$ cat src/rtl/profile_counter_pkg.sv
// Shared constants for the profiling counter block: register map, control
// field positions and bus FSM states.
package profile_counter_pkg;

  localparam int unsigned MAX_COUNTERS = 4;

  localparam logic [5:0] CTRL        = 6'h00;
  localparam logic [5:0] STATUS      = 6'h04;
  localparam logic [5:0] SHADOW_BASE = 6'h10;
  localparam logic [5:0] LIVE_BASE   = 6'h20;

  localparam int unsigned START_LSB = 0;
  localparam int unsigned STOP_LSB  = 4;
  localparam int unsigned CLEAR_LSB = 8;
  localparam int unsigned SNAP_BIT  = 12;

  typedef enum logic {
    S_IDLE = 1'b0,
    S_ACK  = 1'b1
  } bus_state_e;

endpackage

$ cat src/rtl/profile_counter_ctrl_if.sv
// Request/acknowledge peripheral bus between the CPU side and the profiling
// counter controller.
interface profile_counter_ctrl_if;

  localparam int unsigned ADDR_W = 6;
  localparam int unsigned DATA_W = 32;

  logic              busRequest;
  logic              busWrite;
  logic [ADDR_W-1:0] busAddress;
  logic [DATA_W-1:0] busWriteData;
  logic [DATA_W-1:0] busReadData;
  logic              busAck;

  modport master (
    output busRequest, busWrite, busAddress, busWriteData,
    input  busReadData, busAck
  );

  modport slave (
    input  busRequest, busWrite, busAddress, busWriteData,
    output busReadData, busAck
  );

endinterface

$ cat src/rtl/prof_cnt_slot.sv
// One profiling counter with sticky wrap flag and snapshot shadow register.
// Clear dominates increment and wrap; snapshot captures the pre-edge value.
module prof_cnt_slot #(
  parameter int unsigned WIDTH = 32
) (
  input  logic             clock,
  input  logic             reset,
  input  logic             i_run,
  input  logic             i_event,
  input  logic             i_clear,
  input  logic             i_snap,
  output logic [WIDTH-1:0] o_live,
  output logic [WIDTH-1:0] o_shadow,
  output logic             o_overflow
);

  logic [WIDTH-1:0] r_count;
  logic [WIDTH-1:0] r_shadow;
  logic             r_overflow;

  always_ff @(posedge clock) begin
    if (reset) begin
      r_count    <= '0;
      r_shadow   <= '0;
      r_overflow <= 1'b0;
    end else begin
      if (i_snap) r_shadow <= r_count;
      if (i_clear) begin
        r_count    <= '0;
        r_overflow <= 1'b0;
      end else if (i_run && i_event) begin
        r_count <= r_count + WIDTH'(1);
        if (&r_count) r_overflow <= 1'b1;
      end
    end
  end

  assign o_live     = r_count;
  assign o_shadow   = r_shadow;
  assign o_overflow = r_overflow;

endmodule

$ cat src/rtl/profile_counter_ctrl.sv
// Profiling counter controller: bus handshake FSM, register decode, running
// mask, per-counter slots and the registered read mux / overflow interrupt.
module profile_counter_ctrl
  import profile_counter_pkg::*;
#(
  parameter int unsigned NUM_COUNTERS = 4,
  parameter int unsigned WIDTH        = 32
) (
  input  logic                    clock,
  input  logic                    reset,
  input  logic [NUM_COUNTERS-1:0] eventIn,
  profile_counter_ctrl_if.slave   bus,
  output logic                    overflowIrq
);

  bus_state_e              r_state;
  bus_state_e              w_state_next;
  logic                    w_accept;
  logic                    w_ctrl_wr;
  logic                    w_snap;
  logic [5:0]              w_addr;
  logic [NUM_COUNTERS-1:0] r_running;
  logic [NUM_COUNTERS-1:0] w_start;
  logic [NUM_COUNTERS-1:0] w_stop;
  logic [NUM_COUNTERS-1:0] w_clear;
  logic [NUM_COUNTERS-1:0] w_overflow;
  logic [WIDTH-1:0]        w_live   [NUM_COUNTERS];
  logic [WIDTH-1:0]        w_shadow [NUM_COUNTERS];
  logic [31:0]             w_rdata;
  logic [31:0]             r_rdata;
  logic                    r_irq;
  logic                    w_unused;

  always_ff @(posedge clock) begin
    if (reset) r_state <= S_IDLE;
    else       r_state <= w_state_next;
  end

  // Requests are only accepted from IDLE, so the ack cycle blocks a new one.
  always_comb begin
    w_state_next = r_state;
    w_accept     = 1'b0;
    case (r_state)
      S_IDLE: begin
        if (bus.busRequest) begin
          w_accept     = 1'b1;
          w_state_next = S_ACK;
        end
      end
      S_ACK:   w_state_next = S_IDLE;
      default: w_state_next = S_IDLE;
    endcase
  end

  assign w_addr    = {bus.busAddress[5:2], 2'b00};
  assign w_ctrl_wr = w_accept & bus.busWrite & (w_addr == CTRL);
  assign w_start   = w_ctrl_wr ? bus.busWriteData[START_LSB +: NUM_COUNTERS] : '0;
  assign w_stop    = w_ctrl_wr ? bus.busWriteData[STOP_LSB  +: NUM_COUNTERS] : '0;
  assign w_clear   = w_ctrl_wr ? bus.busWriteData[CLEAR_LSB +: NUM_COUNTERS] : '0;
  assign w_snap    = w_ctrl_wr & bus.busWriteData[SNAP_BIT];
  assign w_unused  = ^{bus.busAddress[1:0], bus.busWriteData};

  // Stop is applied after start so that a simultaneous request leaves it off.
  always_ff @(posedge clock) begin
    if (reset) r_running <= '0;
    else       r_running <= (r_running | w_start) & ~w_stop;
  end

  for (genvar g = 0; g < NUM_COUNTERS; g++) begin : g_slot
    prof_cnt_slot #(.WIDTH(WIDTH)) u_slot (
      .clock      (clock),
      .reset      (reset),
      .i_run      (r_running[g]),
      .i_event    (eventIn[g]),
      .i_clear    (w_clear[g]),
      .i_snap     (w_snap),
      .o_live     (w_live[g]),
      .o_shadow   (w_shadow[g]),
      .o_overflow (w_overflow[g])
    );
  end

  always_comb begin
    w_rdata = '0;
    if (w_addr == STATUS) begin
      w_rdata[0 +: NUM_COUNTERS]            = r_running;
      w_rdata[MAX_COUNTERS +: NUM_COUNTERS] = w_overflow;
    end
    for (int i = 0; i < NUM_COUNTERS; i++) begin
      if (w_addr == SHADOW_BASE + 6'(4 * i)) w_rdata = 32'(w_shadow[i]);
      if (w_addr == LIVE_BASE   + 6'(4 * i)) w_rdata = 32'(w_live[i]);
    end
  end

  always_ff @(posedge clock) begin
    if (reset) begin
      r_rdata <= '0;
      r_irq   <= 1'b0;
    end else begin
      r_rdata <= (w_accept && !bus.busWrite) ? w_rdata : '0;
      r_irq   <= |w_overflow;
    end
  end

  assign bus.busAck      = (r_state == S_ACK);
  assign bus.busReadData = r_rdata;
  assign overflowIrq     = r_irq;

endmodule

$ cat src/flat_wrapper.sv
// flat-port wrapper written by rule: the top's interface ports become plain ports
module profile_counter_ctrl_flat import profile_counter_pkg::*;
#(
  parameter int unsigned NUM_COUNTERS = 4,
  parameter int unsigned WIDTH        = 32
)
  (clock, reset, eventIn, overflowIrq, bus_busRequest, bus_busWrite, bus_busAddress, bus_busWriteData, bus_busReadData, bus_busAck);
  profile_counter_ctrl_if bus_i ();
  input  logic clock;
  input  logic reset;
  input  logic [NUM_COUNTERS-1:0] eventIn;
  output logic overflowIrq;
  input wire logic [$bits(bus_i.busRequest)-1:0] bus_busRequest;
  input wire logic [$bits(bus_i.busWrite)-1:0] bus_busWrite;
  input wire logic [$bits(bus_i.busAddress)-1:0] bus_busAddress;
  input wire logic [$bits(bus_i.busWriteData)-1:0] bus_busWriteData;
  output wire logic [$bits(bus_i.busReadData)-1:0] bus_busReadData;
  output wire logic [$bits(bus_i.busAck)-1:0] bus_busAck;
  assign bus_i.busRequest = bus_busRequest;
  assign bus_i.busWrite = bus_busWrite;
  assign bus_i.busAddress = bus_busAddress;
  assign bus_i.busWriteData = bus_busWriteData;
  assign bus_busReadData = bus_i.busReadData;
  assign bus_busAck = bus_i.busAck;
  profile_counter_ctrl #(.NUM_COUNTERS(NUM_COUNTERS), .WIDTH(WIDTH)) u_core (.clock(clock), .reset(reset), .eventIn(eventIn), .bus(bus_i), .overflowIrq(overflowIrq));
endmodule
$ cat config.mk
export PLATFORM = sky130hd
export DESIGN_NAME = profile_counter_ctrl_flat
export DESIGN_NICKNAME = d
export VERILOG_FILES = /design/src/rtl/profile_counter_pkg.sv /design/src/rtl/profile_counter_ctrl_if.sv /design/src/rtl/prof_cnt_slot.sv /design/src/rtl/profile_counter_ctrl.sv /design/src/flat_wrapper.sv
export SDC_FILE = /design/constraint.sdc
export NUM_CORES = 1
export LEC_CHECK = 0
export ABC_CLOCK_PERIOD_IN_PS = 2600
export CORE_MARGIN = 2
export CORE_UTILIZATION = 60
export CTS_BUF_LIST = sky130_fd_sc_hd__clkbuf_16
export CTS_CLUSTER_SIZE = 30
export DETAILED_ROUTE_END_ITERATION = 8
export PLACE_DENSITY = 0.78
export RECOVER_POWER = 50
export SLEW_MARGIN = 20
export SYNTH_ARGS = -nofsm -noshare
export SYNTH_HDL_FRONTEND = slang
export SYNTH_SLANG_ARGS = --single-unit
$ cat constraint.sdc
create_clock -name clock -period 2.6 [get_ports clock]
set_clock_uncertainty 0.1 [all_clocks]
set_input_delay 0.52 -clock clock [delete_from_list [all_inputs] [get_ports clock]]
set_output_delay 0.52 -clock clock [all_outputs]
set_load 0.05 [all_outputs]
# Word-level counts from Yosys, hierarchy flattened
# Index checks and enable logic that the tools add are counted.
[op_classes]
n_addsub = 4
mul = 0
div_mod_pow = 0
magnitude_cmp = 0
n_eq_ne = 9
n_shift = 0
mux = 15
n_bitwise = 8
reduce_logical = 17
[op_table]
columns = ["op", "count"]
rows = [
  ["2-to-1 mux 32 bit", 8],
  ["AND reduction 33 bit", 4],
  ["adder 32 x 1 -> 32 bit (second input constant)", 4],
  ["equality test 4 x 3 -> 1 bit (second input constant)", 4],
  ["equality test 4 bit (second input constant)", 4],
  ["2-to-1 mux 4 bit", 3],
  ["OR reduction 2 bit", 5],
  ["2-to-1 mux 8 bit", 1],
  ["logical NOT 6 bit", 1],
  ["logical AND 1 bit", 5],
  ["bitwise AND 4 bit", 1],
  ["equality test 4 x 1 -> 1 bit (second input constant)", 1],
  ["inverter 4 bit", 1],
  ["OR 4 bit", 1],
  ["OR reduction 4 bit", 1],
  ["bitwise AND 1 bit", 3],
  ["2-to-1 mux 1 bit", 2],
  ["inverter 1 bit", 2],
  ["case mux 1 bit (2 select lines)", 1],
  ["logical NOT 1 bit", 1],
]
[totals]
register_bits = 298
latchBits = 0
mem_bits_rw = 0
mem_bits_ro = 0
input_bits = 46
output_inout_bits = 34
elab_cells = 69
mem_count = 0

# Depth between registers and ports, before layout
# Gate-level depths: netlist (run 1).
[logic_depth]
depth_word = 10
depth_mapped = 9
depth_no_buf = 6

# Cells and area by module
# A second synthesis (run 1) with hierarchy kept.
[hier_totals]
cells_unflattened = 1724
area_unflattened_um2 = 14876.8
[by_module_without_submodules]
columns = ["module", "n_inst", "cells_per_inst", "area_per_inst_um2", "seq_area_each_um2"]
rows = [
  ["prof_cnt_slot", 4, 291, 2730.1, 1301.2],
  ["profile_counter_ctrl", 1, 560, 3956.3, 760.7],
]

# Worst setup path after synthesis (run 1)
# OpenSTA, ideal clock, no wires.
[synth_path]
path_kind = "input to register"
from = "in bus_busAddress[5]"
to = "reg u_core.g_slot[3].u_slot.r_count[12]"
arrival_ns = 2.134
required_ns = 2.372
slack_ns = 0.239
stages = 8
cell_sequence = "clkbuf_1 > nor3_1 > nor4bb_1 > clkbuf_1 > a21o_1 > clkbuf_1 > clkbuf_1 > nor2_1"
[synth_via]
elab_chain_len = 4
[synth_lines]
columns = ["item", "line_no", "rtl"]
rows = [
  ["start: declaration", "flat_wrapper.sv:15", "input wire logic [$bits(bus_i.busAddress)-1:0] bus_busAddress;"],
  ["logical NOT 6 bit", "profile_counter_ctrl.sv:56", "assign w_ctrl_wr = w_accept & bus.busWrite & (w_addr == CTRL);"],
  ["bitwise AND 1 bit", "profile_counter_ctrl.sv:56", ""],
  ["2-to-1 mux 4 bit", "profile_counter_ctrl.sv:59", "assign w_clear = w_ctrl_wr ? bus.busWriteData[CLEAR_LSB +: NUM_COUNTERS] : '0;"],
  ["OR reduction 2 bit (no line)", "n/a", ""],
  ["end signal: assignment", "prof_cnt_slot.sv:32", "r_count <= r_count + WIDTH'(1);"],
  ["end: declaration", "prof_cnt_slot.sv:17", "logic [WIDTH-1:0] r_count;"],
]
# No other way between the ends.
# A chain may end at the register's enable or synchronous reset.

# Worst setup path in the final report (run 1)
[layout_path]
from = "in bus_busAddress[2]"
to = "reg u_core.g_slot[3].u_slot.r_shadow[29]"
[layout_via]
elab_chain_len = 3
[layout_lines]
columns = ["item", "line_no", "rtl"]
rows = [
  ["logical NOT 6 bit", "profile_counter_ctrl.sv:56", ""],
  ["bitwise AND 1 bit", "profile_counter_ctrl.sv:56", ""],
  ["bitwise AND 1 bit", "profile_counter_ctrl.sv:60", "assign w_snap = w_ctrl_wr & bus.busWriteData[SNAP_BIT];"],
  ["end signal: assignment", "prof_cnt_slot.sv:27", "if (i_snap) r_shadow <= r_count;"],
  ["end: declaration", "prof_cnt_slot.sv:18", "logic [WIDTH-1:0] r_shadow;"],
]
# No other way between the ends.

==> run metrics, run 1 <==
crit path kind primary input to flip-flop; ys flop type dfxtp_1; CP max FO 43; pin count of the biggest net entering global routing 76; total gr overflow 0; Inst Count DP 2077; gr usage total roughly a third; startpoint types primary input; cell family with most CP delay simple AND/OR/NAND/NOR gates; postcts setup bufs 0; CP startpoint bus_busAddress[2]; Critical Path End Type flip-flop; initial antenna violation count 0; Clock Latency Late Sink 0.56 ns; Worst Path Arrival between 2 and 3 ns; CTS H-Tree Depth 1; worst min path class primary input to flip-flop; fin crit share 95.0%; vias in the first global route approximately 12000; synth warn 0; violation count after the first detailed-route iteration around 1400; hold_sp reset; crit-path cells clkdlybuf4s50_1 -> nor3_1 -> buf_4 -> nor4bb_2 -> and2_4 -> buf_12 -> nand2_1 -> a21oi_1; Root Buffer clkbuf_16; RePlAce Congestion 0.902; Clock Sinks a little under 300; Total Nets Final about 1900; unrepaired setup endpoints after global routing no; clock-pin slew on the worst setup and hold paths roughly 0.060 ns; Rows 55; fin cells 2129; CTS max path bufs 3; first-pass GRT wire length 63300 µm; endpoints failing hold 0; ANT cells 0; DIE WIDTH between 150 and 200 µm; critical register-to-register path startpoint u_core.g_slot[0].u_slot.o_live[13]; Post-Synthesis Cells approximately 1700; Cell variety after synth 49; Peak Freq around 400 MHz; fill count between 1500 and 2000; async set or reset register ratio after synthesis 0%; area grow syn2layout 17.8%; max incr delay on CP between 0.4 and 0.5 ns; synthesized cell area roughly 14000 µm²; status finished clean; DR vias about 13000; share of cells above drive strength 1 between 8 and 9%; Hold Worst Slack ~0.26 ns; post-cts sizing count 0; IO Count 80; synthesis-stage register bit count approximately 300; P_leak approximately 5.4 nW; routed len/inst between 15 and 20 µm; DR vias/cell ~6.1; EDFF count, synth 0; slew margin rel. between 40% and 50%; max-slew violations 0; Core Box Area between 20000 and 25000 µm²; most common cell after layout, fill and taps aside nand2_1; # port buffers 58; Initial Utilization slightly above 60%; Slowest-stage cell, CP clkdlybuf4s50_1; post-synthesis sequential area ratio 43.9%; TritonCTS Buffers 31; Max Cap Viol 0; # setup viols final 0; CTS tree built; # hold bufs at CTS 0; WP buf/inv 3; ANT nets after route 0; Worst Path Required between 2 and 3 ns; worst-margin pin slew between 0.8 and 0.9 ns; fin crit period between 2 and 2.5 ns; die area 23800 µm²; DP Wirelength 27500 µm; syn avg cell area slightly below 8 µm²; Die Y 154 µm; Mapped Nets ~1800; DRT Wirelength roughly 40000 µm; P per Cell Area a little under 600 nW/µm²; peak supply drop between 0.0006 and 0.0007 V; Pre-antenna DRT Iters 6; number of remaining DRC errors 0; most frequent cells in the layout nand2_1, dfxtp_1, a21oi_1
==> stage by stage <==
stage | total power [mW] | worst slack [ns] | utilization, % | TNS [ns] | area, µm²
floorplan | 4.95 | 0.239 | - | 0 | 13600
global placement | 5.18 | -0.193 | 67.3 | -32.69 | 15100
detailed placement | 5.18 | -0.248 | 67.3 | -41.12 | 15100
CTS | 9.31 | 0.242 | 71.5 | 0 | 16000
global route | 9.52 | 0.0704 | 71.3 | 0 | 16000
finish | 9.31 | 0.129 | 71.3 | 0 | 16000
==> synth_stat cells (20+ instances only) <==
cell	count	share of area, %
nor4_1	20	0.92
nor2b_1	50	2.3
nor3_1	21	0.77
xnor2_1	47	3.0
a211oi_1	23	1.3
a21oi_1	211	7.8
nor2_1	120	3.3
o21ai_0	71	2.6
xor2_1	45	2.9
nand3_1	50	1.8
dfxtp_1	298	44
clkbuf_1	105	2.9
o211ai_1	20	1.1
nand2_1	361	10
or3_1	26	1.2
nand4_1	30	1.4
o22ai_1	42	1.9
and3_1	22	1.0
a22oi_1	57	3.2
==> layout make-up <==
class / instances / area, µm² / area share (%)
Sequential cell: 298 / 5970 / 37.3
Clock buffer: 31 / 776 / 4.85
Tap cell: 285 / 357 / 2.23
Timing Repair Buffer: 173 / 1600 / 10.0
Inverter: 19 / 71.3 / 0.446
Multi-Input combinational cell: 1302 / 7050 / 44.1
Clock inverter: 21 / 166 / 1.04
==> layer usage <==
metal  share of wire [%]  vias to the layer above  global-route usage [%]
li1                    -                     6252                       -
met1                  41                     6183                    43.5
met2                  48                      544                    53.6
met3                 6.9                      114                    3.89
met4                 4.4                        0                    14.3
met5                   0                        -                       0
==> state kept, by name (all words and copies together) (netlist names) <==
signal                           count
u_core.g_slot.u_slot.o_overflow      4
u_core.g_slot.u_slot.o_live        128
u_core.bus.busAck                    1
u_core.r_running                     4
u_core.g_slot.u_slot.o_shadow      128
u_core.bus.busReadData              32
u_core.overflowIrq                   1
==> worst register-to-register path: stages, from the launching register on <==
cell	delay [ns]
dfxtp_1	0.46
nand4_2	0.17
or2_1	0.38
or4_4	0.56
or4b_1	0.47
a21oi_1	0.16
==> power breakdown <==
part	total [mW]	internal, mW	leakage (nW)	switching, mW
Combinational	0.514	0.177	2.51	0.338
Sequential	4.57	4.57	2.40	0.00263
Clock	4.22	2.43	0.473	1.80
==> worst paths after layout <==
kind	to	slack [ns]	cells after the start
worst max-delay path	u_core.g_slot[3].u_slot.o_shadow[29]	0.13	8
worst min register to register	u_core.g_slot[2].u_slot.o_shadow[30]	0.35	2
worst min-delay path	u_core.bus.busAck	0.26	2
worst max register to register	u_core.g_slot[0].u_slot.o_live[30]	0.22	5
==> cells by family (layout without fill, tap and decap cells) <==
family                     count (synthesis)  count (layout)  share of synthesized area (%)
buffers and inverters                    148             244                           4.29
AOI/OAI and AO/OA                        453             453                           19.6
xor gates and xnor gates                  92              92                           5.94
muxes                                      1               1                         0.0737
DFF                                      298             298                           43.9
adders and majority gates                  4               4                          0.369
and+or+nand+nor                          752             752                           25.8
Power figures use the tool's default switching activity.
==> run 2: changes to the inputs <==
- ABC_CLOCK_PERIOD_IN_PS: 2600 -> 2200
- CELL_PAD_IN_SITES_DETAIL_PLACEMENT: default -> 1
- CELL_PAD_IN_SITES_GLOBAL_PLACEMENT: default -> 2
- CORE_MARGIN: 2 -> 3
- CORE_UTILIZATION: 60 -> 32
- PLACE_DENSITY: 0.78 -> 0.74
- clock period: 2.6 -> 2.2 ns (I/O delays scaled with it)
==> run 2 against run 1 <==
  * Power rose by 25%
  * Routed wire length rose by 28%
  * Largest power group is now the clock network
  * Via count rose by 2.4%
  * Highest routed layer unchanged
==> run metrics, run 2 (synthesized netlist as in run 1, its figures left out) <==
status finished clean; Slowest-stage cell, CP or4_4; fill count approximately 5000; P_leak roughly 6.2 nW; area grow syn2layout 28.3%; cell family with most CP delay simple AND/OR/NAND/NOR gates; slew margin rel. between 40% and 50%; Cell Int Power a little under 9 mW; unrepaired setup endpoints after global routing no; clock power share between 40% and 50%; Gate power share slightly above 6%; Peak Freq 469 MHz; crit path kind flip-flop to flip-flop; fin cells 2505; most frequent cells in the layout nand2_1, dfxtp_1, a21oi_1; DR vias/cell between 5 and 6; IO Count 80; Root Buffer clkbuf_16; Flop pwr share ~47%; TritonCTS Buffers 36; Pre-antenna DRT Iters 5; max incr delay on CP 0.60 ns; # port buffers 58; CTS max path bufs 3; fin crit share a little over nine tenths; # setup viols final 0; Worst Path Arrival about 2.5 ns; gr usage total between 20 and 25%; Core Box Area about 41000 µm²; RePlAce Congestion 0.820; routed len/inst 20.2 µm; ANT nets after route 0; Total Nets Final 1999; endpoints failing hold 0; clock-pin slew on the worst setup and hold paths around 0.060 ns; Worst Path Required about 2.6 ns; most common cell after layout, fill and taps aside nand2_1; peak supply drop about 0.00051 V; DIE WIDTH ~210 µm; DR vias around 13000; worst-margin pin slew around 0.83 ns; setup slack on the worst flop-to-flop path 0.07 ns; die area 44900 µm²; Initial Utilization between 30% and 40%; Clock Sinks 298; Rows 74; share of cells above drive strength 1 15.8%; vias in the first global route 13634; worst min path class primary input to flip-flop; max-slew violations 0; CTS tree built; DRT Wirelength approximately 50000 µm; fin crit period 2.13 ns; P per Cell Area around 670 nW/µm²; Critical Path End Type flip-flop; startpoint types flip-flop; pin count of the biggest net entering global routing 66; Max Cap Viol 0; number of remaining DRC errors 0; initial antenna violation count 0; Net Sw Frac between 20% and 30%; Final Instance Area 17400 µm²; CP max FO 3; total gr overflow 0; Inst Count DP 2436; violation count after the first detailed-route iteration ~740; Die Y roughly 210 µm; first-pass GRT wire length between 70000 and 80000 µm; crit-path cells nand4_1 -> or4_4 -> or2_4 -> buf_4 -> or3_1 -> a21oi_1; CTS H-Tree Depth 2; Placed Area approximately 16000 µm²; Clock Latency Late Sink approximately 0.54 ns; DP Wirelength 36800 µm; sw power 2.83 mW; Final Util a little over two fifths; WP buf/inv 1
## run 2: changes by cell type in the layout (fill, tap and decap cells not counted), moves of 3 or more
cell	previous run	this run
buf_4	94	198
dfxtp_2	0	5
clkbuf_4	0	3
clkbuf_16	31	37
clkinv_2	3	7
clkdlybuf4s50_1	30	20
dlygate4sd3_1	25	0
dfxtp_1	298	293
buf_12	15	21
inv_1	22	26
dlygate4sd2_1	0	33
clkbuf_1	4	7
clkinv_1	11	7
## run 2: timing repair
action,CTS,global route
resized for setup,36,25
setup endpoints to repair,35,140
hold buffers,0,0
pin swaps,0,6
buffers inserted,0,7
## run 2: area by class of cell
class,instances,area [µm²],share of cell area [%]
Inverter,19,71.3,0.409
Sequential cell,298,5970,34.3
Clock inverter,23,125,0.718
Tap cell,532,666,3.82
Antenna cell,2,5.00,0.0287
Timing Repair Buffer,292,2520,14.5
Multi-Input combinational cell,1302,7130,41.0
Clock buffer,37,926,5.32
## run 2: stage by stage
| stage | power (mW) | hold WS (ns) | worst slack (ns) | TNS [ns] |
|---|---|---|---|---|
| 3_3_place_gp | 6.25 | 0.337 | -0.480 | -101.82 |
| 5_1_grt | 12.1 | 0.0619 | 0.00658 | 0 |
| 4_1_cts | 11.8 | 0.0339 | 0.000572 | 0 |
| 3_5_place_dp | 6.26 | 0.345 | -0.497 | -111.10 |
| 6_report | 11.6 | 0.0650 | 0.0691 | 0 |
| 2_1_floorplan | 5.85 | 0.332 | 0.0324 | 0 |
## run 2: worst reg2reg max path, stage by stage, from the launching register on
cell     delay, ns
dfxtp_2       0.33
nand4_1       0.18
or4_4         0.60
or2_4         0.25
buf_4         0.14
or3_1         0.34
a21oi_1       0.13
## run 2: worst paths after layout
check	cells after the start	start	endpoint
max reg2reg	6	u_core.g_slot[1].u_slot.o_live[17]	u_core.g_slot[1].u_slot.o_live[30]
min reg2reg	2	u_core.g_slot[2].u_slot.o_shadow[19]	u_core.g_slot[2].u_slot.o_shadow[19]
max	6	u_core.g_slot[1].u_slot.o_live[17]	u_core.g_slot[1].u_slot.o_live[30]
min	2	reset	u_core.g_slot[3].u_slot.o_shadow[12]
## run 2: per-layer routing
layer	global-route usage, %	share of wire (%)	vias up
met4	6.07	2.1	0
met2	37.6	48	228
li1	-	-	6498
met1	29.9	46	6620
met5	0	0	-
met3	3.20	4.6	67
## run 2: power groups by stage
stage	Sequential, mW	Combinational [mW]	Clock (mW)
6_report	5.41	0.713	5.52
5_1_grt	5.40	0.763	5.91
4_1_cts	5.41	0.728	5.67
3_5_place_dp	5.53	0.730	0
3_3_place_gp	5.53	0.724	0
2_1_floorplan	5.55	0.302	0
==> run 3: changes to the inputs <==
- GPL_ROUTABILITY_DRIVEN: default -> 1
- RECOVER_POWER: 50 -> default
==> run 3 against run 2 <==
  * Sequential power about the same
  * Clock power barely moved
  * Utilization up 0.15 points
  * Count of clock-buffer cells in the layout is the same
  * Flip-flop and latch count stayed put
  * Final area increased by 0.36%
  * Critical path type unchanged
  * Critical endpoint unchanged
==> run metrics, run 3 (synthesized netlist as in run 1, its figures left out) <==
CTS max path bufs 3; CTS tree built; DR vias/cell around 5.4; number of remaining DRC errors 0; Clock Sinks ~300; area grow syn2layout 28.8%; Worst Path Arrival about 2.5 ns; status finished clean; crit path kind flip-flop to flip-flop; clock-pin slew on the worst setup and hold paths around 0.06 ns; Initial Utilization about a third; TritonCTS Buffers 36; Root Buffer clkbuf_16; DP Wirelength around 37000 µm; slew margin rel. a little under half; worst-margin pin slew ~0.82 ns; Worst Path Required approximately 2.6 ns; ANT cells 0; gr usage total 22.3%; # hold bufs at CTS 0; Clock Latency Late Sink 0.54 ns; total power 11.7 mW; DP Worst Slack -0.497 ns; first-pass GRT wire length between 70000 and 80000 µm; Peak Freq around 470 MHz; P_leak slightly above 6 nW; worst min path class primary input to flip-flop; startpoint types flip-flop; die area 44900 µm²; RePlAce Congestion just over 0.8; fin crit period 2.13 ns; routed len/inst approximately 20 µm; peak supply drop 0.000514 V; DIE WIDTH about 210 µm; Total Nets Final about 2000; Rows 74; endpoints failing hold 0; initial antenna violation count 0; Die Y 212 µm; # setup viols final 0; max-slew violations 0; Pre-antenna DRT Iters 5; # port buffers between 50 and 60; ANT nets after route 0; DRT Wirelength just over 50000 µm; final worst slack just under 0.07 ns; Final TNS setup 0 ns; pin count of the biggest net entering global routing 66; share of cells above drive strength 1 approximately 16%; IO Count 80; CTS H-Tree Depth 2; DR vias around 13000; fin crit share just under 100%; Core Box Area between 40000 and 50000 µm²; most frequent cells in the layout nand2_1, dfxtp_1, buf_4; Max Cap Viol 0; vias in the first global route approximately 14000; unrepaired setup endpoints after global routing no; most common cell after layout, fill and taps aside nand2_1; violation count after the first detailed-route iteration between 700 and 800; Critical Path End Type flip-flop; P per Cell Area 667 nW/µm²; total gr overflow 0; CP max FO 3
[run 3: cell count changes in the layout (fill, tap and decap cells not counted), moves of 3 or more]
cell	delta
clkbuf_1	-7
buf_4	+13
clkbuf_4	-3
clkbuf_2	-3
[run 3: worst paths after layout]
| kind | from | endpoint | slack [ns] | cells after the start |
|---|---|---|---|---|
| worst max register to register | u_core.g_slot[1].u_slot.o_live[17] | u_core.g_slot[1].u_slot.o_live[30] | 0.07 | 6 |
| worst max-delay path | u_core.g_slot[1].u_slot.o_live[17] | u_core.g_slot[1].u_slot.o_live[30] | 0.07 | 6 |
| worst min-delay path | reset | u_core.bus.busAck | 0.06 | 2 |
| worst min register to register | u_core.g_slot[2].u_slot.o_shadow[19] | u_core.g_slot[2].u_slot.o_shadow[19] | 0.35 | 2 |
[run 3: worst max-delay path, cell delays in order (launching register included)]
cell     delay [ns]
dfxtp_2        0.34
nand4_1        0.18
or4_4          0.60
or2_4          0.25
buf_4          0.14
or3_1          0.33
a21oi_1        0.13
[run 3: cell type report]
type	instances	area [µm²]
multi-input combinational	1302	7140
clock inverter	23	125
inverter	19	71.3
tap	532	666
fill	5000	23900
clock buffer	37	926
timing repair buffer	292	2580
sequential	298	5970
[run 3: stage by stage]
| step | util (%) | instances | instance area, µm² | hold slack [ns] |
|---|---|---|---|---|
| 2_1_floorplan | - | 1748 | 13600 | 0.332 |
| 3_3_place_gp | 39.4 | 2436 | 16300 | 0.337 |
| 3_5_place_dp | 39.4 | 2436 | 16300 | 0.345 |
| 4_1_cts | 41.9 | 2496 | 17300 | 0.0339 |
| 5_1_grt | 42.2 | 2503 | 17500 | 0.0542 |
| 6_report | 42.2 | 2503 | 17500 | 0.0595 |
[run 3: layer usage]
metal  GRT usage, %  up-vias  wire, µm
met5              0        -         0
met2           37.6      234     24200
met4           6.07        0      1040
li1               -     6499         -
met3           3.20       65      1990
met1           29.9     6662     23300
[run 3: what timing repair did]
| item | CTS | global route |
|---|---|---|
| endpoints found under the setup margin | 35 | 140 |
| setup buffers | 0 | 7 |
| cloned | 0 | 0 |
| resized for setup | 36 | 25 |
| pin swaps | 0 | 6 |
[run 3: power breakdown]
group	internal [mW]	switching (mW)	total, mW
registers	5.40	0.00349	5.41
logic	0.271	0.452	0.723
clock network	3.14	2.38	5.52
